**config.mk**
```make
export PLATFORM = sky130hd
export DESIGN_NAME = sys_top
export DESIGN_NICKNAME = d
export VERILOG_FILES = /design/src/rtl/sys_top.sv
export SDC_FILE = /design/constraint.sdc
export NUM_CORES = 1
export LEC_CHECK = 0
export CAP_MARGIN = 40
export CORE_MARGIN = 2
export CORE_UTILIZATION = 40
export CTS_BUF_LIST = sky130_fd_sc_hd__clkbuf_16
export CTS_CLUSTER_SIZE = 24
export DETAILED_ROUTE_END_ITERATION = 7
export GPL_TIMING_DRIVEN = 0
export HOLD_SLACK_MARGIN = 0.02
export PLACE_DENSITY = 0.53
export SYNTH_ARGS = -nofsm -noshare
export SYNTH_HDL_FRONTEND = slang
export SYNTH_SLANG_ARGS = --single-unit
```
**constraint.sdc**
```tcl
create_clock -name REF_CLK -period 65.8 [get_ports REF_CLK]
set_input_delay 6.58 -clock REF_CLK [delete_from_list [all_inputs] [get_ports REF_CLK]]
set_output_delay 6.58 -clock REF_CLK [all_outputs]
set_load 0.05 [all_outputs]
```
**src/rtl/sys_top.sv**
```systemverilog
// UART-controlled register file and ALU: decodes serial command frames, updates a
// 16x8 register file, and returns read data / ALU results through a byte FIFO.
module sys_top #(
    parameter int PRESCALE      = 32,
    parameter int DATA_WIDTH    = 8,
    parameter int RF_DEPTH      = 16,
    parameter int TX_FIFO_DEPTH = 8
) (
    input  logic REF_CLK,
    input  logic RST,
    input  logic UART_RX_IN,
    output logic UART_TX_OUT,
    output logic PARITY_ERROR,
    output logic FRAM_ERROR
);
    localparam int AW         = $clog2(RF_DEPTH);
    localparam int FW         = $clog2(TX_FIFO_DEPTH);
    localparam int CW         = $clog2(PRESCALE);
    localparam int RW         = 2 * DATA_WIDTH;
    localparam int FRAME_BITS = DATA_WIDTH + 3;
    localparam int BW         = $clog2(FRAME_BITS);

    localparam logic [CW-1:0] SMP0    = CW'(PRESCALE / 2 - 1);
    localparam logic [CW-1:0] SMP1    = CW'(PRESCALE / 2);
    localparam logic [CW-1:0] SMP2    = CW'(PRESCALE / 2 + 1);
    localparam logic [CW-1:0] CNT_MAX = CW'(PRESCALE - 1);

    localparam logic [DATA_WIDTH-1:0] CMD_WR     = DATA_WIDTH'('hAA);
    localparam logic [DATA_WIDTH-1:0] CMD_RD     = DATA_WIDTH'('hBB);
    localparam logic [DATA_WIDTH-1:0] CMD_ALU_OP = DATA_WIDTH'('hCC);
    localparam logic [DATA_WIDTH-1:0] CMD_ALU    = DATA_WIDTH'('hDD);

    typedef enum logic [2:0] {IDLE, WR_ADDR, WR_DATA, RD_ADDR, A_OP, B_OP, FUNC} cmdState_t;

    logic [1:0]            rxSync_q;
    logic                  rxPrev_q, rxBusy_q, rxPar_q, rxValid_q, parErr_q, framErr_q;
    logic [CW-1:0]         rxCnt_q;
    logic [BW-1:0]         rxBit_q;
    logic [DATA_WIDTH-1:0] rxShift_q;
    logic [1:0]            rxSmp_q;
    logic                  rxIn, rxMaj;

    assign rxIn  = rxSync_q[1];
    assign rxMaj = (rxSmp_q[0] & rxSmp_q[1]) | (rxSmp_q[0] & rxIn) | (rxSmp_q[1] & rxIn);

    // Receiver: bit 0 is the start bit, then data, parity, and stop at FRAME_BITS-1.
    always_ff @(posedge REF_CLK or negedge RST) begin
        if (!RST) begin
            rxSync_q  <= '1;
            rxPrev_q  <= 1'b1;
            rxBusy_q  <= 1'b0;
            rxCnt_q   <= '0;
            rxBit_q   <= '0;
            rxShift_q <= '0;
            rxPar_q   <= 1'b0;
            rxSmp_q   <= '0;
            rxValid_q <= 1'b0;
            parErr_q  <= 1'b0;
            framErr_q <= 1'b0;
        end else begin
            rxSync_q  <= {rxSync_q[0], UART_RX_IN};
            rxPrev_q  <= rxIn;
            rxValid_q <= 1'b0;
            parErr_q  <= 1'b0;
            framErr_q <= 1'b0;
            if (!rxBusy_q) begin
                if (rxPrev_q && !rxIn) begin
                    rxBusy_q <= 1'b1;
                    rxCnt_q  <= CW'(1);
                    rxBit_q  <= '0;
                end
            end else begin
                if (rxCnt_q == CNT_MAX) begin
                    rxCnt_q <= '0;
                    rxBit_q <= rxBit_q + BW'(1);
                end else begin
                    rxCnt_q <= rxCnt_q + CW'(1);
                end
                if (rxCnt_q == SMP0) rxSmp_q[0] <= rxIn;
                if (rxCnt_q == SMP1) rxSmp_q[1] <= rxIn;
                if (rxCnt_q == SMP2) begin
                    if (rxBit_q == '0) begin
                        if (rxMaj) rxBusy_q <= 1'b0;
                    end else if (rxBit_q <= BW'(DATA_WIDTH)) begin
                        rxShift_q <= {rxMaj, rxShift_q[DATA_WIDTH-1:1]};
                    end else if (rxBit_q == BW'(DATA_WIDTH + 1)) begin
                        rxPar_q <= rxMaj;
                    end else begin
                        rxBusy_q  <= 1'b0;
                        parErr_q  <= ^{rxShift_q, rxPar_q};
                        framErr_q <= !rxMaj;
                        rxValid_q <= !(^{rxShift_q, rxPar_q}) && rxMaj;
                    end
                end
            end
        end
    end

    assign PARITY_ERROR = parErr_q;
    assign FRAM_ERROR   = framErr_q;

    cmdState_t             state_q, state_d;
    logic [AW-1:0]         addr_q, addr_d, rfWAddr;
    logic                  rfWe, rdPush, aluPush;
    logic [DATA_WIDTH-1:0] rf_q [RF_DEPTH];
    logic [RW-1:0]         opA, opB, aluRes;

    always_comb begin
        state_d = state_q;
        addr_d  = addr_q;
        rfWe    = 1'b0;
        rfWAddr = addr_q;
        rdPush  = 1'b0;
        aluPush = 1'b0;
        if (parErr_q || framErr_q) begin
            state_d = IDLE;
        end else if (rxValid_q) begin
            unique case (state_q)
                IDLE: begin
                    if (rxShift_q == CMD_WR)          state_d = WR_ADDR;
                    else if (rxShift_q == CMD_RD)     state_d = RD_ADDR;
                    else if (rxShift_q == CMD_ALU_OP) state_d = A_OP;
                    else if (rxShift_q == CMD_ALU)    state_d = FUNC;
                end
                WR_ADDR: begin
                    addr_d  = rxShift_q[AW-1:0];
                    state_d = WR_DATA;
                end
                WR_DATA: begin
                    rfWe    = 1'b1;
                    state_d = IDLE;
                end
                RD_ADDR: begin
                    rdPush  = 1'b1;
                    state_d = IDLE;
                end
                A_OP: begin
                    rfWe    = 1'b1;
                    rfWAddr = AW'(0);
                    state_d = B_OP;
                end
                B_OP: begin
                    rfWe    = 1'b1;
                    rfWAddr = AW'(1);
                    state_d = FUNC;
                end
                FUNC: begin
                    aluPush = 1'b1;
                    state_d = IDLE;
                end
                default: state_d = IDLE;
            endcase
        end
    end

    assign opA = RW'(rf_q[0]);
    assign opB = RW'(rf_q[1]);

    always_comb begin
        aluRes = '0;
        case (rxShift_q[3:0])
            4'd0:    aluRes = opA + opB;
            4'd1:    aluRes = opA - opB;
            4'd2:    aluRes = opA * opB;
            4'd3:    aluRes = (opB == '0) ? '0 : opA / opB;
            4'd4:    aluRes = opA & opB;
            4'd5:    aluRes = opA | opB;
            4'd6:    aluRes = RW'(~(rf_q[0] & rf_q[1]));
            4'd7:    aluRes = RW'(~(rf_q[0] | rf_q[1]));
            4'd8:    aluRes = opA ^ opB;
            4'd9:    aluRes = RW'(~(rf_q[0] ^ rf_q[1]));
            4'd10:   aluRes = RW'(opA == opB);
            4'd11:   aluRes = RW'(opA > opB);
            4'd12:   aluRes = opA >> 1;
            4'd13:   aluRes = opA << 1;
            default: aluRes = '0;
        endcase
    end

    // The high result byte is held one cycle so the FIFO needs only one write port.
    logic                  pendValid_q;
    logic [DATA_WIDTH-1:0] pendHi_q;

    always_ff @(posedge REF_CLK or negedge RST) begin
        if (!RST) begin
            state_q     <= IDLE;
            addr_q      <= '0;
            pendValid_q <= 1'b0;
            pendHi_q    <= '0;
            for (int i = 0; i < RF_DEPTH; i++) rf_q[i] <= '0;
        end else begin
            state_q     <= state_d;
            addr_q      <= addr_d;
            pendValid_q <= aluPush;
            if (aluPush) pendHi_q <= aluRes[RW-1:DATA_WIDTH];
            if (rfWe) rf_q[rfWAddr] <= rxShift_q;
        end
    end

    logic                  pushEn, doPush, fifoFull, fifoEmpty, txLoad, txFrameEnd;
    logic [DATA_WIDTH-1:0] pushData, fifoOut;
    logic [DATA_WIDTH-1:0] fifo_q [TX_FIFO_DEPTH];
    logic [FW-1:0]         wPtr_q, rPtr_q;
    logic [FW:0]           count_q;

    always_comb begin
        pushEn   = 1'b0;
        pushData = pendHi_q;
        if (rdPush) begin
            pushEn   = 1'b1;
            pushData = rf_q[rxShift_q[AW-1:0]];
        end else if (aluPush) begin
            pushEn   = 1'b1;
            pushData = aluRes[DATA_WIDTH-1:0];
        end else if (pendValid_q) begin
            pushEn = 1'b1;
        end
    end

    assign fifoFull  = (count_q == (FW+1)'(TX_FIFO_DEPTH));
    assign fifoEmpty = (count_q == '0);
    assign doPush    = pushEn && !fifoFull;
    assign fifoOut   = fifo_q[rPtr_q];

    always_ff @(posedge REF_CLK) begin
        if (doPush) fifo_q[wPtr_q] <= pushData;
    end

    always_ff @(posedge REF_CLK or negedge RST) begin
        if (!RST) begin
            wPtr_q  <= '0;
            rPtr_q  <= '0;
            count_q <= '0;
        end else begin
            if (doPush) wPtr_q <= wPtr_q + FW'(1);
            if (txLoad) rPtr_q <= rPtr_q + FW'(1);
            count_q <= count_q + (FW+1)'(doPush) - (FW+1)'(txLoad);
        end
    end

    logic                  txBusy_q;
    logic [CW-1:0]         txCnt_q;
    logic [BW-1:0]         txBit_q;
    logic [FRAME_BITS-1:0] txShift_q;

    assign txFrameEnd = txBusy_q && (txCnt_q == CNT_MAX) && (txBit_q == BW'(FRAME_BITS - 1));
    assign txLoad     = !fifoEmpty && (!txBusy_q || txFrameEnd);

    // Reloading on the last stop-bit cycle keeps consecutive frames gap-free.
    always_ff @(posedge REF_CLK or negedge RST) begin
        if (!RST) begin
            txBusy_q  <= 1'b0;
            txCnt_q   <= '0;
            txBit_q   <= '0;
            txShift_q <= '1;
        end else if (txLoad) begin
            txBusy_q  <= 1'b1;
            txCnt_q   <= '0;
            txBit_q   <= '0;
            txShift_q <= {1'b1, ^fifoOut, fifoOut, 1'b0};
        end else if (txBusy_q) begin
            if (txCnt_q == CNT_MAX) begin
                txCnt_q   <= '0;
                txBit_q   <= txBit_q + BW'(1);
                txShift_q <= {1'b1, txShift_q[FRAME_BITS-1:1]};
                if (txBit_q == BW'(FRAME_BITS - 1)) txBusy_q <= 1'b0;
            end else begin
                txCnt_q <= txCnt_q + CW'(1);
            end
        end
    end

    assign UART_TX_OUT = txShift_q[0];

endmodule

```
# == Word level (Yosys, flattened, before mapping) ==
# Memory sizes are Yosys's and may differ from the RTL's.
# Index checks and enable logic that the tools add are counted.
# W data, S select, Z words.
# word_totals
regBits,202
ram_bits,64
in_bits,3
output_inout_bits,3
mem_count,1
# mem_list
name,words,width,read_ports,rd_clocked_by_memory_dff,wr,line_no,rtl
fifo_q,8,8,1,0,1,202,logic [DATA_WIDTH-1:0] fifo_q [TX_FIFO_DEPTH];
# op_classes
add_sub_neg,10
mul,1
div_mod_pow,1
order_cmp,5
n_eq_ne,34
muxes,75
bitwise,16
n_reduce_logical,35
# op_table
op,n
$pmux W16 S14,1
$bwmux W128,1
$not A8 Y16,3
$mux W1,40
$mux W8,5
$eq A4 B4 Y1 const B,9
$mux W11,3
$bmux W8 S4,1
$demux W8 S4,1
$eq A8 B8 Y1 const B,4
$mux W4,8
$mux W5,6
$eq A5 B5 Y1 const B,4
$mux W3,6
$div A8 B8 Y16,1
$eq A4 B3 Y1 const B,4
$logic_not A16 Y1,1
$mul A8 B8 Y16,1
$mux W16,1
$logic_not A4 Y1,3
$pmux W3 S4,1
$add A5 B1 Y5 const B,2
$ge A5 B5 Y1 const B,2
$not A4 Y5,2
37 further kinds,67

# == Logic depth before layout (Yosys ltp) ==
# logic_depth
depth_word,10
mapped_depth,152

# == Worst setup path after synthesis ==
# No wires, ideal clock.
# synth_timing
kind,reg-to-reg
from,"reg rf_q, in the netlist opB[2]"
to,mem fifo_q[0][0] (data pin)
setup_time_ns,0.326
t_arrival_ns,26.645
required_ns,65.474
setup_slack_ns,38.830
stages_incl_launch_ff,130
path_buffers,9
path_cell_list,dfrtp_1 -> clkbuf_1 -> inv_1 -> ha_1 -> o21a_1 -> o22ai_1 -> mux2i_1 -> nor2_1 -> ha_1 -> nor3_1 -> a2111o_1 -> a21oi_4 -> a21oi_1 -> ha_1 -> nor4bb_1 -> o2bb2ai_1 -> a31o_2 -> mux2_2 -> [94 not listed] -> a21o_1 -> nand2_1 -> o211a_1 -> or4b_4 -> nor2_8 -> mux2_4 -> ha_1 -> nor2b_1 -> o21ai_0 -> nand2b_1 -> a21oi_1 -> nor2b_1 -> o21ai_0 -> nand2b_1 -> a21oi_1 -> nand4_1 -> nor4_1 -> a41oi_1
# synth_via
elab_chain_cells,5
# synth_lines
element,line_no,rtl
"start, declared",105,logic [DATA_WIDTH-1:0] rf_q [RF_DEPTH];
"start signal, assigned by index",196,if (rfWe) rf_q[rfWAddr] <= rxShift_q;
$div A8 B8 Y16 / $logic_not A16 Y1 (equally long branches),165,4'd3: aluRes = (opB == '0) ? '0 : opA / opB;
$mux W16,165,
$pmux W16 S14 *,161,case (rxShift_q[3:0])
$mux W8 *,212,end else if (aluPush) begin
$mux W8 *,209,if (rdPush) begin
net pushData[0],201,"logic [DATA_WIDTH-1:0] pushData, fifoOut;"
"end, declared",202,
# The timed path passes the listed nets; every way through them passes the cells marked *.

# == Worst setup path after layout ==
# layout_timing
from,"reg rf_q, in the netlist opB[2]"
to,mem fifo_q[6][0] (data pin)
# The elaborated chain is that of the path after synthesis.

==> flow_summary.toml <==
[status]
status = "finished, final reports clean"

[finish]
nets = 2335
multiInputGateArea_um2 = 12900
area_growth_syn_to_layout_pct = 10.9
n_fill_cell = 4847
drive_gt1_share_pct = 16.6
final_cell_mix = "dfrtp_1 (188), nand2_1 (188), ha_1 (182)"
seqCellArea_um2 = 6970

[setup_path]
crit_family = "compound AO/OA/AOI/OAI gates"
cpMaxStageDelayCell = "o31ai_1"
cp_max_fo = 11
cp.arrival_ns = 32.85
worst_path_largest_cell_delay_ns = 0.64
required_ns = 65.94
worst-path-buf-inv = 10
critPathKind = "flip-flop to flip-flop"
end_kind = "flip-flop"
crit_top_cell = "o21a_1"
cp-start-kind = "flip-flop"

[route]
drtPass1Iterations = 5
num_vias = 16100
vias_per_cell = 5.72
drt-wirelength-per-cell_um = 20.8
wl_mm = 58.4
drt.antenna.violating_nets = 0
route.detailed.drc = 0
drt-initial-drc-count = 1177

[placement]
hpwlAfterDp_mm = 44.6
place_congestion = 0.945
port_buffers = 5

[timing]
relSlewSlack_pct = 39.4
hold_ws_ns = 0.357
fin_skew_ns = 0.0370
hold_viol = 0
tightest_slew_ns = 0.910
tns_ns = 0
fin_crit_sh_pct = 49.7
final-max-slew-violation-count = 0
rsz0062_at_grt = "false"
max_freq_mhz = 30.6
setup_viol = 0
min_period_ns = 32.71

[logic_synthesis]
synth.ff_latch_count = 265
synth_cell_types = 100
synth_flop_cell = "dfrtp_1"
synth_top_area_share_pct = 22.8
yosys.area.top_type = "dfrtp_1"
synthCells = 2041
ys_top_cells_by_area = "dfrtp_1 (23%), ha_1 (11%), edfxtp_1 (9.3%), mux2_2 (7.7%), mux4_2 (6.2%)"
syn_area_um2 = 20700
seq_area_frac_synth_pct = 33.7
avgSynthCellArea_um2 = 10.1
synthArstFlopShare_pct = 75.8
synth_warnings = 0
synth_edf_count = 64

[global_route]
grt_pass1_vias = 16100
use_met1_pct = 30.8
grt-ovfl-total = 0
met2_usage_pct = 36.1
grt_use_met3_pct = 2.67
grt_pass1_wl_mm = 92.8
antenna_found_initial = 1
grt_use_total_pct = 22.1
grt_max_degree = 122
grt_busiest_layer = "met2"

[clock_tree]
cts_buffer_depth = 3
cts-root-buf = "clkbuf_16"
clock_latency_ns = 0.58
clk_pin_slew_ns = 0.06
htreeDepth = 1
cts_tree = "built"
post_cts_buffers = 0
clock_sinks = 265
cts_buffers = 29
cts-hold-fix-buffers = 0
ctsResizeCount = 0

[die]
io_pins = 6
core_um2 = 51200
dieArea_um2 = 53500
start_util_pct = 40.4
rows = 83
die_w_um = 231
die_h_um = 231

[flow_run]
max-cap-violations = 0

[min_path]
min_path_type = "flip-flop to flip-flop"
==> area by class of cell <==
cell class | instances | share of cell area [%]
antenna | 1 | 0.0109
clock buffer | 29 | 3.16
inverter | 125 | 2.05
sequential | 265 | 30.4
clock inverter | 24 | 0.813
buffer | 86 | 1.59
multi-input combinational | 1572 | 56.4
tap | 680 | 3.71
timing repair buffer | 32 | 1.84
==> kinds of logic (layout without fill, tap and decap cells) <==
logic type | Yosys count | count (layout) | synth area share (%)
buffers and inverters | 211 | 296 | 4.03
XOR/XNOR | 83 | 83 | 3.52
AO/OA/AOI/OAI | 447 | 447 | 14.8
AND/OR/NAND/NOR | 577 | 577 | 13.2
adder cells (fa/ha/maj) | 222 | 222 | 14.8
other | 1 | 9 | 0.0181
multiplexers | 235 | 235 | 15.9
flip-flops | 265 | 265 | 33.7
==> sequential cells by signal (all words and copies together) (netlist names), 2 cells and up <==
| name | flops |
|---|---|
| txBit_q | 4 |
| rxSync_q | 2 |
| state_q | 3 |
| rxSmp_q | 2 |
| txCnt_q | 5 |
| opB | 8 |
| opA | 8 |
| wPtr_q | 3 |
| fifo_q | 64 |
| rxCnt_q | 5 |
| rxShift_q | 8 |
| rf_q | 112 |
| txShift_q | 10 |
| count_q | 4 |
| addr_q | 4 |
| pendHi_q | 8 |
| rxBit_q | 4 |
| rPtr_q | 3 |
==> per-layer routing <==
metal,up-vias,routed length (um)
met5,-,0
met4,0,1670
met3,78,2570
met2,380,27100
met1,8033,27100
li1,7614,-
==> final timing paths <==
kind                                            start                      to  slack (ns)  depth (start not counted)
worst max-delay path               opB[2]$_DFFE_PN0P_  fifo_q[6][0]$_DFFE_PP_       33.09                        130
worst min-delay path            rxSync_q[0]$_DFF_PN1_   rxSync_q[1]$_DFF_PN1_        0.36                          0
worst max register to register     opB[2]$_DFFE_PN0P_  fifo_q[6][0]$_DFFE_PP_       33.09                        130
worst min register to register  rxSync_q[0]$_DFF_PN1_   rxSync_q[1]$_DFF_PN1_        0.36                          0
max in group asynchronous                         RST  rxCnt_q[0]$_DFFE_PN0P_       58.76                          2
min in group asynchronous                         RST   pendValid_q$_DFF_PN0_        6.00                          1
==> stage by stage <==
stage / setup WS (ns) / instance area (um^2) / util (%) / cells
floorplan: 38.83 / 20700 / - / 2048
global placement: 33.32 / 21600 / 42.2 / 2733
detailed placement: 33.29 / 22000 / 43.0 / 2760
CTS: 33.09 / 22900 / 44.8 / 2813
global route: 29.94 / 22900 / 44.8 / 2814
finish: 33.09 / 22900 / 44.8 / 2814
==> cell usage after synthesis (all sizes together), types with 26 or more instances <==
master / instances
xor2: 26
clkbuf: 66
a21oi: 97
mux2: 151
xnor2: 57
ha: 182
fa: 39
nand2: 189
mux4: 57
o21a: 29
o21ai: 96
edfxtp: 64
mux2i: 27
inv: 122
nor3: 52
nor2: 163
dfrtp: 188
nand3: 34
Power is left out: the tool's default activity adds up to more than one toggle a clock period on the data nets, which glitch-free logic cannot reach.
